==> config.mk <==
export PLATFORM = sky130hd
export DESIGN_NAME = fifo_tx_drain
export DESIGN_NICKNAME = d
export VERILOG_FILES = /design/src/rtl/fifo_tx_drain.sv
export SDC_FILE = /design/constraint.sdc
export NUM_CORES = 1
export LEC_CHECK = 0
export ABC_AREA = 1
export ABC_CLOCK_PERIOD_IN_PS = 1500
export BUFFER_PORTS_ARGS = -buffer_cell sky130_fd_sc_hd__buf_2
export CAP_MARGIN = 20
export CORE_ASPECT_RATIO = 1.2
export CORE_MARGIN = 2
export CORE_UTILIZATION = 50
export DETAILED_ROUTE_END_ITERATION = 8
export PLACE_DENSITY = 0.76
export SETUP_SLACK_MARGIN = 0.1
export SYNTH_ARGS = -nofsm -noshare
export SYNTH_HDL_FRONTEND = slang
export SYNTH_SLANG_ARGS = --single-unit
==> constraint.sdc <==
create_clock -name clk -period 1.5 [get_ports clk]
set_clock_uncertainty 0.15 [all_clocks]
set_input_delay 0.225 -clock clk [delete_from_list [all_inputs] [get_ports clk]]
set_output_delay 0.225 -clock clk [all_outputs]
set_load 0.05 [all_outputs]
==> src/rtl/fifo_tx_drain.sv <==
// FIFO-fed 8N1 serial transmitter. It pops one byte at a time from an external
// FIFO and shifts it out LSB first. Every output comes straight from a flop.
module fifo_tx_drain #(
  parameter int CLKS_PER_BIT = 868
) (
  input  logic       clk,
  input  logic       rst_n,
  input  logic       empty,
  input  logic [7:0] dataOut,
  output logic       dequeue,
  output logic       tx,
  output logic       busy,
  output logic       tx_done
);

  localparam int BW = (CLKS_PER_BIT > 1) ? $clog2(CLKS_PER_BIT) : 1;
  localparam logic [BW-1:0] BAUD_LAST = BW'(CLKS_PER_BIT - 1);
  localparam logic [BW-1:0] BAUD_PRE  = BW'(CLKS_PER_BIT - 2);

  typedef enum logic [2:0] {IDLE, POP, LOAD, START, DATA, STOP} state_t;

  state_t        state;
  logic [BW-1:0] baud_cnt;
  logic [2:0]    bit_cnt;
  logic [7:0]    shift;

  // Outputs are assigned for the state being entered, so they line up with it.
  always_ff @(posedge clk or negedge rst_n) begin
    if (!rst_n) begin
      state    <= IDLE;
      baud_cnt <= '0;
      bit_cnt  <= '0;
      shift    <= '0;
      dequeue  <= 1'b0;
      tx       <= 1'b1;
      busy     <= 1'b0;
      tx_done  <= 1'b0;
    end else begin
      dequeue <= 1'b0;
      tx_done <= 1'b0;
      case (state)
        IDLE: begin
          if (!empty) begin
            state   <= POP;
            dequeue <= 1'b1;
            busy    <= 1'b1;
          end
        end
        POP: state <= LOAD;
        LOAD: begin
          shift    <= dataOut;
          bit_cnt  <= '0;
          baud_cnt <= '0;
          tx       <= 1'b0;
          state    <= START;
        end
        START: begin
          if (baud_cnt == BAUD_LAST) begin
            baud_cnt <= '0;
            tx       <= shift[0];
            state    <= DATA;
          end else begin
            baud_cnt <= baud_cnt + 1'b1;
          end
        end
        DATA: begin
          if (baud_cnt == BAUD_LAST) begin
            baud_cnt <= '0;
            if (bit_cnt == 3'd7) begin
              tx    <= 1'b1;
              state <= STOP;
            end else begin
              // shift[1] is the bit that moves into shift[0] on this edge
              bit_cnt <= bit_cnt + 3'd1;
              shift   <= {1'b0, shift[7:1]};
              tx      <= shift[1];
            end
          end else begin
            baud_cnt <= baud_cnt + 1'b1;
          end
        end
        STOP: begin
          if (baud_cnt == BAUD_LAST) begin
            baud_cnt <= '0;
            busy     <= 1'b0;
            state    <= IDLE;
          end else begin
            baud_cnt <= baud_cnt + 1'b1;
            // Raise tx_done one cycle early so the registered pulse lands on the last stop cycle.
            if (baud_cnt == BAUD_PRE) tx_done <= 1'b1;
          end
        end
        default: begin
          state <= IDLE;
          tx    <= 1'b1;
          busy  <= 1'b0;
        end
      endcase
    end
  end

endmodule

# Word level (Yosys, flattened, before mapping)
# Index checks and enable logic that the tools add are counted.
[word_totals]
regBits = 28
word_cells = 62
out_inout_bits = 4
[op_classes]
eq_ne = 14
n_reduce_logical = 10
n_addsub = 2
mux = 26
bitwise = 2
[op_table]
columns = ["cell", "count"]
rows = [
  ["$mux W3", 7],
  ["$eq A10 B10 Y1 const B", 2],
  ["$pmux W10 S2", 1],
  ["$pmux W3 S6", 1],
  ["$mux W8", 2],
  ["$pmux W8 S2", 1],
  ["$ne A2 B2 Y1 const B", 6],
  ["$add A10 B1 Y10 const B", 1],
  ["$mux W1", 10],
  ["$mux W10", 1],
  ["$eq A3 B3 Y1 const B", 3],
  ["$reduce_and A3 Y1", 3],
  ["$eq A3 B2 Y1 const B", 2],
  ["$pmux W3 S2", 1],
  ["$reduce_or A3 Y1", 2],
  ["$reduce_and A5 Y1", 1],
  ["$pmux W1 S4", 1],
  ["$reduce_bool A2 Y1", 2],
  ["$reduce_or A4 Y1", 1],
  ["$add A3 B1 Y3 const B", 1],
  ["$eq A3 B1 Y1 const B", 1],
  ["$logic_not A3 Y1", 1],
  ["$pmux W1 S3", 1],
  ["$not A1 Y1", 2],
]

# Logic depth before layout (Yosys ltp)
# Gate-level depths: netlist of the first run.
[logic_depth]
word_depth = 4
mapped_depth = 10

# Least setup slack after synthesis of the first run
# OpenSTA, ideal clock, no wires.
[synth_timing]
path_kind = "reg2reg"
from = "register bit_cnt[0]"
to = "register bit_cnt[2]"
setup_slack_ps = -28
path_stages_with_launch = 10
arrival_ps = 1261
period_less_slack_ps = 1528
path_cell_list = "dfrtp_1 > ha_1 > ha_1 > inv_1 > nand3_1 > nand2_2 > nand2_4 > buf_6 > nand2_2 > nand2_1"
[synth_via]
elab_chain_cells = 4
[synth_lines]
columns = ["element", "line", "source"]
rows = [
  ["start, declared", "24", "logic [2:0] bit_cnt;"],
  ["start signal, assigned", "74", "bit_cnt <= bit_cnt + 3'd1;"],
  ["$add A3 B1 Y3", "74", ""],
  ["$mux W3", "69", "if (bit_cnt == 3'd7) begin"],
  ["$mux W3", "67", "if (baud_cnt == BAUD_LAST) begin"],
  ["$pmux W3 S2", "41", "case (state)"],
]
# Several ways; a longest one is shown, not always the timed one. The select of a mux whose other input is x is not followed.
# A chain may end at the register's enable or synchronous reset.

# Worst setup path in the final report of the first run
[layout_timing]
from = "register bit_cnt[0]"
to = "register shift[2]"
[layout_via]
elab_chain_cells = 3
[layout_lines]
columns = ["element", "line", "source"]
rows = [
  ["$eq A3 B3 Y1", "69", ""],
  ["$ne A2 B2 Y1 (no line)", "--", ""],
  ["$reduce_and A3 Y1 (no line)", "--", ""],
  ["end signal, assigned", "51", "shift <= dataOut;"],
  ["end signal, assigned", "75", "shift <= {1'b0, shift[7:1]};"],
  ["end, declared", "25", "logic [7:0] shift;"],
]
# No other way between the ends.

==> results of run 1 <==
[worst max path at each step]
stage | slack, ps | end | cells past startpoint | from
5_1_grt | -100 | shift[3] | 8 | state[1]
2_1_floorplan | 20 | bit_cnt[1] | 9 | bit_cnt[1]
4_1_cts | -10 | shift[2] | 8 | bit_cnt[0]
3_3_place_gp | -5 | bit_cnt[0] | 8 | bit_cnt[1]
3_5_place_dp | -70 | bit_cnt[0] | 8 | bit_cnt[1]
6_report | -30 | shift[2] | 8 | bit_cnt[0]
[registers in the layout, indices dropped and copies added, names as in the netlist]
| register | count |
|---|---|
| baud_cnt | 10 |
| busy | 1 |
| state | 3 |
| dequeue | 1 |
| bit_cnt | 3 |
| shift | 8 |
| tx | 1 |
| tx_done | 1 |
[routing by layer]
metal	up-vias	wire, um
li1	800	-
met1	724	1721
met2	28	1988
met3	4	114
met4	0	35
met5	-	0
[report_power, final]
group | switching [mW] | internal, mW | total, mW | leakage (nW)
clock network | 0.249 | 0.357 | 0.607 | 0.0357
logic | 1.44 | 0.908 | 2.35 | 0.758
registers | 0.236 | 1.02 | 1.25 | 0.360
[cell type report]
cell class / count / area, um^2 / area share, %
clock buffer: 3 / 41.29 / 1.824
clock inverter: 1 / 30.03 / 1.327
inverter: 22 / 88.84 / 3.925
multi-input combinational: 175 / 1057 / 46.71
sequential: 28 / 704.4 / 31.12
tap: 37 / 46.29 / 2.045
timing repair buffer: 39 / 295.3 / 13.05
[worst reg2reg max path, delay by kind of cell (launching register included)]
family	cells	cell delay (ps)
DFF	1	400
and+or+nand+nor	4	380
adders and majority gates	2	360
buffers and inverters	2	190
[repair_timing]
item,4_1_cts,5_1_grt
pin swaps,17,12
buffers inserted,0,4
resized for setup,15,21
endpoints found under the setup margin,24,26
gates cloned,2,0
hold buffers,3,0
endpoints found under the hold margin,29,0
[cells in the mapped netlist]
library cell | instances | area (um^2)
nand2_1 | 81 | 304.0
dfrtp_1 | 27 | 675.7
nand3_1 | 25 | 125.1
nor2_1 | 18 | 67.56
nand2_2 | 15 | 93.84
inv_1 | 14 | 52.55
inv_2 | 6 | 22.52
nand4_1 | 6 | 37.54
ha_1 | 4 | 50.05
nand2_4 | 4 | 45.04
o21ai_0 | 4 | 20.02
nand2_8 | 3 | 60.06
nor2_4 | 3 | 33.78
o21bai_1 | 3 | 22.52
buf_4 | 2 | 15.01
buf_6 | 2 | 22.52
o21ai_1 | 2 | 10.01
a21oi_1 | 1 | 5.000
a21oi_2 | 1 | 8.760
clkinv_2 | 1 | 5.000
dfstp_2 | 1 | 26.28
inv_4 | 1 | 6.260
nor2_2 | 1 | 6.260
nor2_8 | 1 | 20.02
or2_2 | 1 | 6.260
[kinds of logic after synthesis]
family	count (synthesis)	share of synthesized area, %
compound gates	11	3.807
fa+ha+maj	4	2.874
buf+inv	26	7.112
flops	28	40.30
simple gates	158	45.91
==> reports/results.ini, run 1 <==
[status]
status=finished with violations
violations=negative setup slack

[critical_path]
r2r_start=bit_cnt[0]
worstPathCellList=ha_2, ha_4, inv_2, nand3_4, nand2_8, buf_6, nand3_1, nand2_1
crit_path_max_fanout=6
crit_type=reg2reg
path_delay_family=flip-flops
end_kind=flop
critPathSlowestCell=dfrtp_1
path_buf_inv=2
reg2reg_slack_ps=-30
required_ps=1580
r2r.worst_path.cells=8
arrival_ps=1600
r2r-end=shift[2]
startpoint_type=flop
slowest_delay_ps=400

[pwr]
power_density_nw_per_um2=1858
p_leak_nw=1.154
worst_ir_drop_vdd_mv=1.534
power_mw=4.206

[global_routing]
gr-usage-met3_pct=2.425
globalRouteOverflowTotal=0
grt_usage_pct=21.76
top_usage_layer=met2
grt_pass1_wl_mm=6.644
use_met2_pct=37.22
antenna_found_initial=0
grt_pass1_vias=1457
grt_use_met1_pct=28.77
grt_start_max_net_pins=29

[timing]
drv_slew=0
finalSetupTns_ps=-124.3
min_period_ps=1527
rsz0062_at_grt=yes
worst_slack_ps=-26.79
hold_viol=0
fin_crit_sh_pct=101.8
fmax_ghz=0.6550
maxSlewHeadroom_pct=75.57
setup_viol=9
whs_ps=106.5
worst_slew_pin_slew_ps=366.4

[flow_run]
drv_cap=0

[final_layout]
area_growth_pct=29.96
layout_commonest_cell=nand2_1
drive_above_1_share_pct=39.18
fin_util_pct=67.80
fill_cells=260
stdcell_area_um2=2263
finalNonFillerCells=305
nets=284
mostFrequentLayoutCells=nand2_1 (75), dfrtp_1 (25), nand3_1 (23), nand2_2 (20), buf_4 (18)
diodes=0

[route]
ant_nets=0
wl_mm=3.859
drt-pass1-iter-count=5
post-route-drc-count=0
drt_iter0_drc=39
route.vias.total=1556
avgRoutedWirePerCell_um=12.65
viasPerCell=5.102

[hold_path]
min_path_cells=5
hold_class=in2reg
worstHoldStart=dataOut[1]
min_to=shift[1]

[cts]
clock_sinks=28
cts_root_buf=clkbuf_8
cts_made_buffers=3
htree_levels=1
clk_pin_slew_ps=110
cts_max_path_buffers=2
cts_tree=yes
clk_latency_ps=280

[floorplan]
ioPinCount=15
die_height_um=68.65
die_x_um=57.88
dieArea_um2=3973
design.core.area_um2=3338
initial_core_util_pct=52.17
fp-row-count=23

[place]
gp_congestion=0.8487
place.port_buffers=14
detailed_place.area_um2=1978
place_hpwl_mm=2.518
placed_cells=292
dp_slack_ps=-65.81

[synthesis]
ys_types=25
seq_area_frac_synth_pct=40.30
syn_area_um2=1742
synthesis.nets=242
yosys_warnings=0
synth_area_per_cell_um2=7.673
syn_inst=227
yosys_register_bits=28

(Power assumes the default switching activity.)
==> inputs of run 2 (changes only) <==
--- a/config.mk
+++ b/config.mk
@@ -15,6 +15,7 @@
 export DETAILED_ROUTE_END_ITERATION = 8
 export PLACE_DENSITY = 0.76
 export SETUP_SLACK_MARGIN = 0.1
+export SKIP_LAST_GASP = 1
 export SYNTH_ARGS = -nofsm -noshare
 export SYNTH_HDL_FRONTEND = slang
 export SYNTH_SLANG_ARGS = --single-unit
==> run 2 against run 1 <==
  * The run still ends with negative setup slack left
  * Worst setup slack improved by 7.2 ps
  * Sequential power about the same
  * Via count grew 0.39%
  * Highest routed layer unchanged
==> reports/results.ini, run 2 (synthesis results as in run 1) <==
[status]
status=finished with violations
violations=negative setup slack

[place]
place_hpwl_mm=2.518  ; unchanged
placed_cells=292  ; unchanged
gp_congestion=0.8487  ; unchanged
place.port_buffers=14  ; unchanged

[pwr]
worst_ir_drop_vdd_mv=1.520  ; -0.89%
power_mw=4.164  ; -1.0%
power_density_nw_per_um2=1853  ; -0.29%
p_leak_nw=1.150  ; -0.33%

[critical_path]
critPathSlowestCell=dfrtp_1
arrival_ps=1600  ; about the same
r2r.worst_path.cells=8  ; unchanged
r2r-end=shift[2]
slowest_delay_ps=400  ; about the same
worstPathCellList=ha_2, ha_4, inv_2, nand3_4, nand2_8, buf_6, nand3_1, nand2_1
startpoint_type=flop
reg2reg_slack_ps=-20  ; about the same
crit_type=reg2reg
crit_path_max_fanout=6  ; unchanged
end_kind=flop
r2r_start=bit_cnt[0]
required_ps=1580  ; about the same

[final_layout]
largest_register_ffs=10  ; unchanged
layout_commonest_cell=nand2_1
mostFrequentLayoutCells=nand2_1 (77), dfrtp_1 (25), nand3_1 (24), nand2_2 (18), buf_4 (18)
area_growth_pct=29.02
reg_top3=baud_cnt x10, shift x8
nets=284  ; unchanged
drive_above_1_share_pct=36.94  ; -2.2 points
diodes=0  ; unchanged
finalNonFillerCells=305  ; unchanged
largest_register=baud_cnt

[route]
avgRoutedWirePerCell_um=12.55  ; -0.78%
post-route-drc-count=0  ; unchanged
drt_iter0_drc=57  ; +46%
route.vias.total=1562  ; +0.39%
drt-pass1-iter-count=5  ; unchanged
wl_mm=3.829  ; -0.78%
ant_nets=0  ; unchanged
viasPerCell=5.121  ; +0.39%

[timing]
setup_viol=9  ; unchanged
hold_viol=0  ; unchanged
worst_slew_pin_slew_ps=351.2  ; -15.22 ps
min_period_ps=1520  ; -7.179 ps
maxSlewHeadroom_pct=76.59  ; +1.0 points
drv_slew=0  ; unchanged
rsz0062_at_grt=yes
worst_slack_ps=-19.61  ; +7.179 ps
fmax_ghz=0.6581  ; +0.47%
fin_crit_sh_pct=101.3  ; -0.48 points

[floorplan]
die_height_um=68.65  ; unchanged
die_x_um=57.88  ; unchanged
fp-row-count=23  ; unchanged
dieArea_um2=3973  ; unchanged
initial_core_util_pct=52.17  ; unchanged
design.core.area_um2=3338  ; unchanged
ioPinCount=15  ; unchanged

[global_routing]
grt_usage_pct=21.68  ; -0.080 points
grt_start_max_net_pins=29  ; unchanged
antenna_found_initial=0  ; unchanged
globalRouteOverflowTotal=0  ; unchanged
grt_pass1_vias=1451  ; -0.41%
grt_pass1_wl_mm=6.617  ; -0.41%

[cts]
clk_pin_slew_ps=100  ; about the same
clock_sinks=28  ; unchanged
htree_levels=1  ; unchanged
clk_latency_ps=280  ; about the same
cts_root_buf=clkbuf_8
cts_tree=yes
cts_max_path_buffers=2  ; unchanged
cts_made_buffers=3  ; unchanged

[hold_path]
min_to=shift[4]
hold_class=in2reg
min_path_cells=5  ; unchanged
worstHoldStart=dataOut[4]

[flow_run]
drv_cap=0  ; unchanged

## run 2: cell types whose count changed in the layout (fill, tap and decap cells not counted), moves of 2 or more
cell / delta
nand2_2: -2
nand2_1: +2
o21ai_0: +2
inv_1: +2
## run 2: per-stage QoR
stage / setup TNS (ps) / hold WS (ps) / worst slack, ps / utilization, % / area [um^2]
floorplan: 0 / -220.6 / 24.75 / - / 1768
global placement: -7.519 / 97.86 / -5.332 / 59.26 / 1978
detailed placement: -581.9 / 102.5 / -65.81 / 59.26 / 1978
CTS: -48.59 / 101.7 / -12.65 / 64.92 / 2167
global route: -1172 / 135.6 / -105.9 / 67.32 / 2247
finish: -96.67 / 102.0 / -19.61 / 67.32 / 2247
## run 2: layout make-up
cell class,instances,area [um^2]
Clock buffer,3,41.29
Sequential cell,28,704.4
Inverter,22,86.33
Fill cell,264,1091
Multi-Input combinational cell,175,1044
Timing Repair Buffer,39,295.3
Tap cell,37,46.29
Clock inverter,1,30.03
## run 2: worst max-delay path by stage
stage | from | to | slack (ps) | cells after the start
global placement | bit_cnt[1] | bit_cnt[0] | -5 | 8
finish | bit_cnt[0] | shift[2] | -20 | 8
detailed placement | bit_cnt[1] | bit_cnt[0] | -70 | 8
CTS | bit_cnt[0] | shift[2] | -10 | 8
global route | bit_cnt[0] | shift[4] | -110 | 8
floorplan | bit_cnt[1] | bit_cnt[1] | 20 | 9
## run 2: power by group
| part | internal, mW | leakage (nW) | switching, mW |
|---|---|---|---|
| sequential | 1.02 | 0.360 | 0.235 |
| combinational | 0.896 | 0.754 | 1.41 |
| clock | 0.358 | 0.0357 | 0.251 |
## run 2: critical path: cells and delay by family (launching register included)
kind,cells,cell delay [ps]
flops,1,400
fa+ha+maj,2,360
simple gates,4,370
buf+inv,2,180
## run 2: metal layers
layer	track usage, %	part of all wire [%]	vias up
li1	-	-	799
met1	28.54	44	726
met2	37.22	51	33
met3	2.425	3.5	4
met4	7.267	1.0	0
met5	0	0	-
## run 2: what timing repair did
action	in CTS	in global routing
hold endpoints to repair	29	0
pin swaps	16	11
gates resized for setup	15	12
gates cloned	2	0
hold buffers	3	0
endpoints found under the setup margin	24	26
setup buffers	0	4
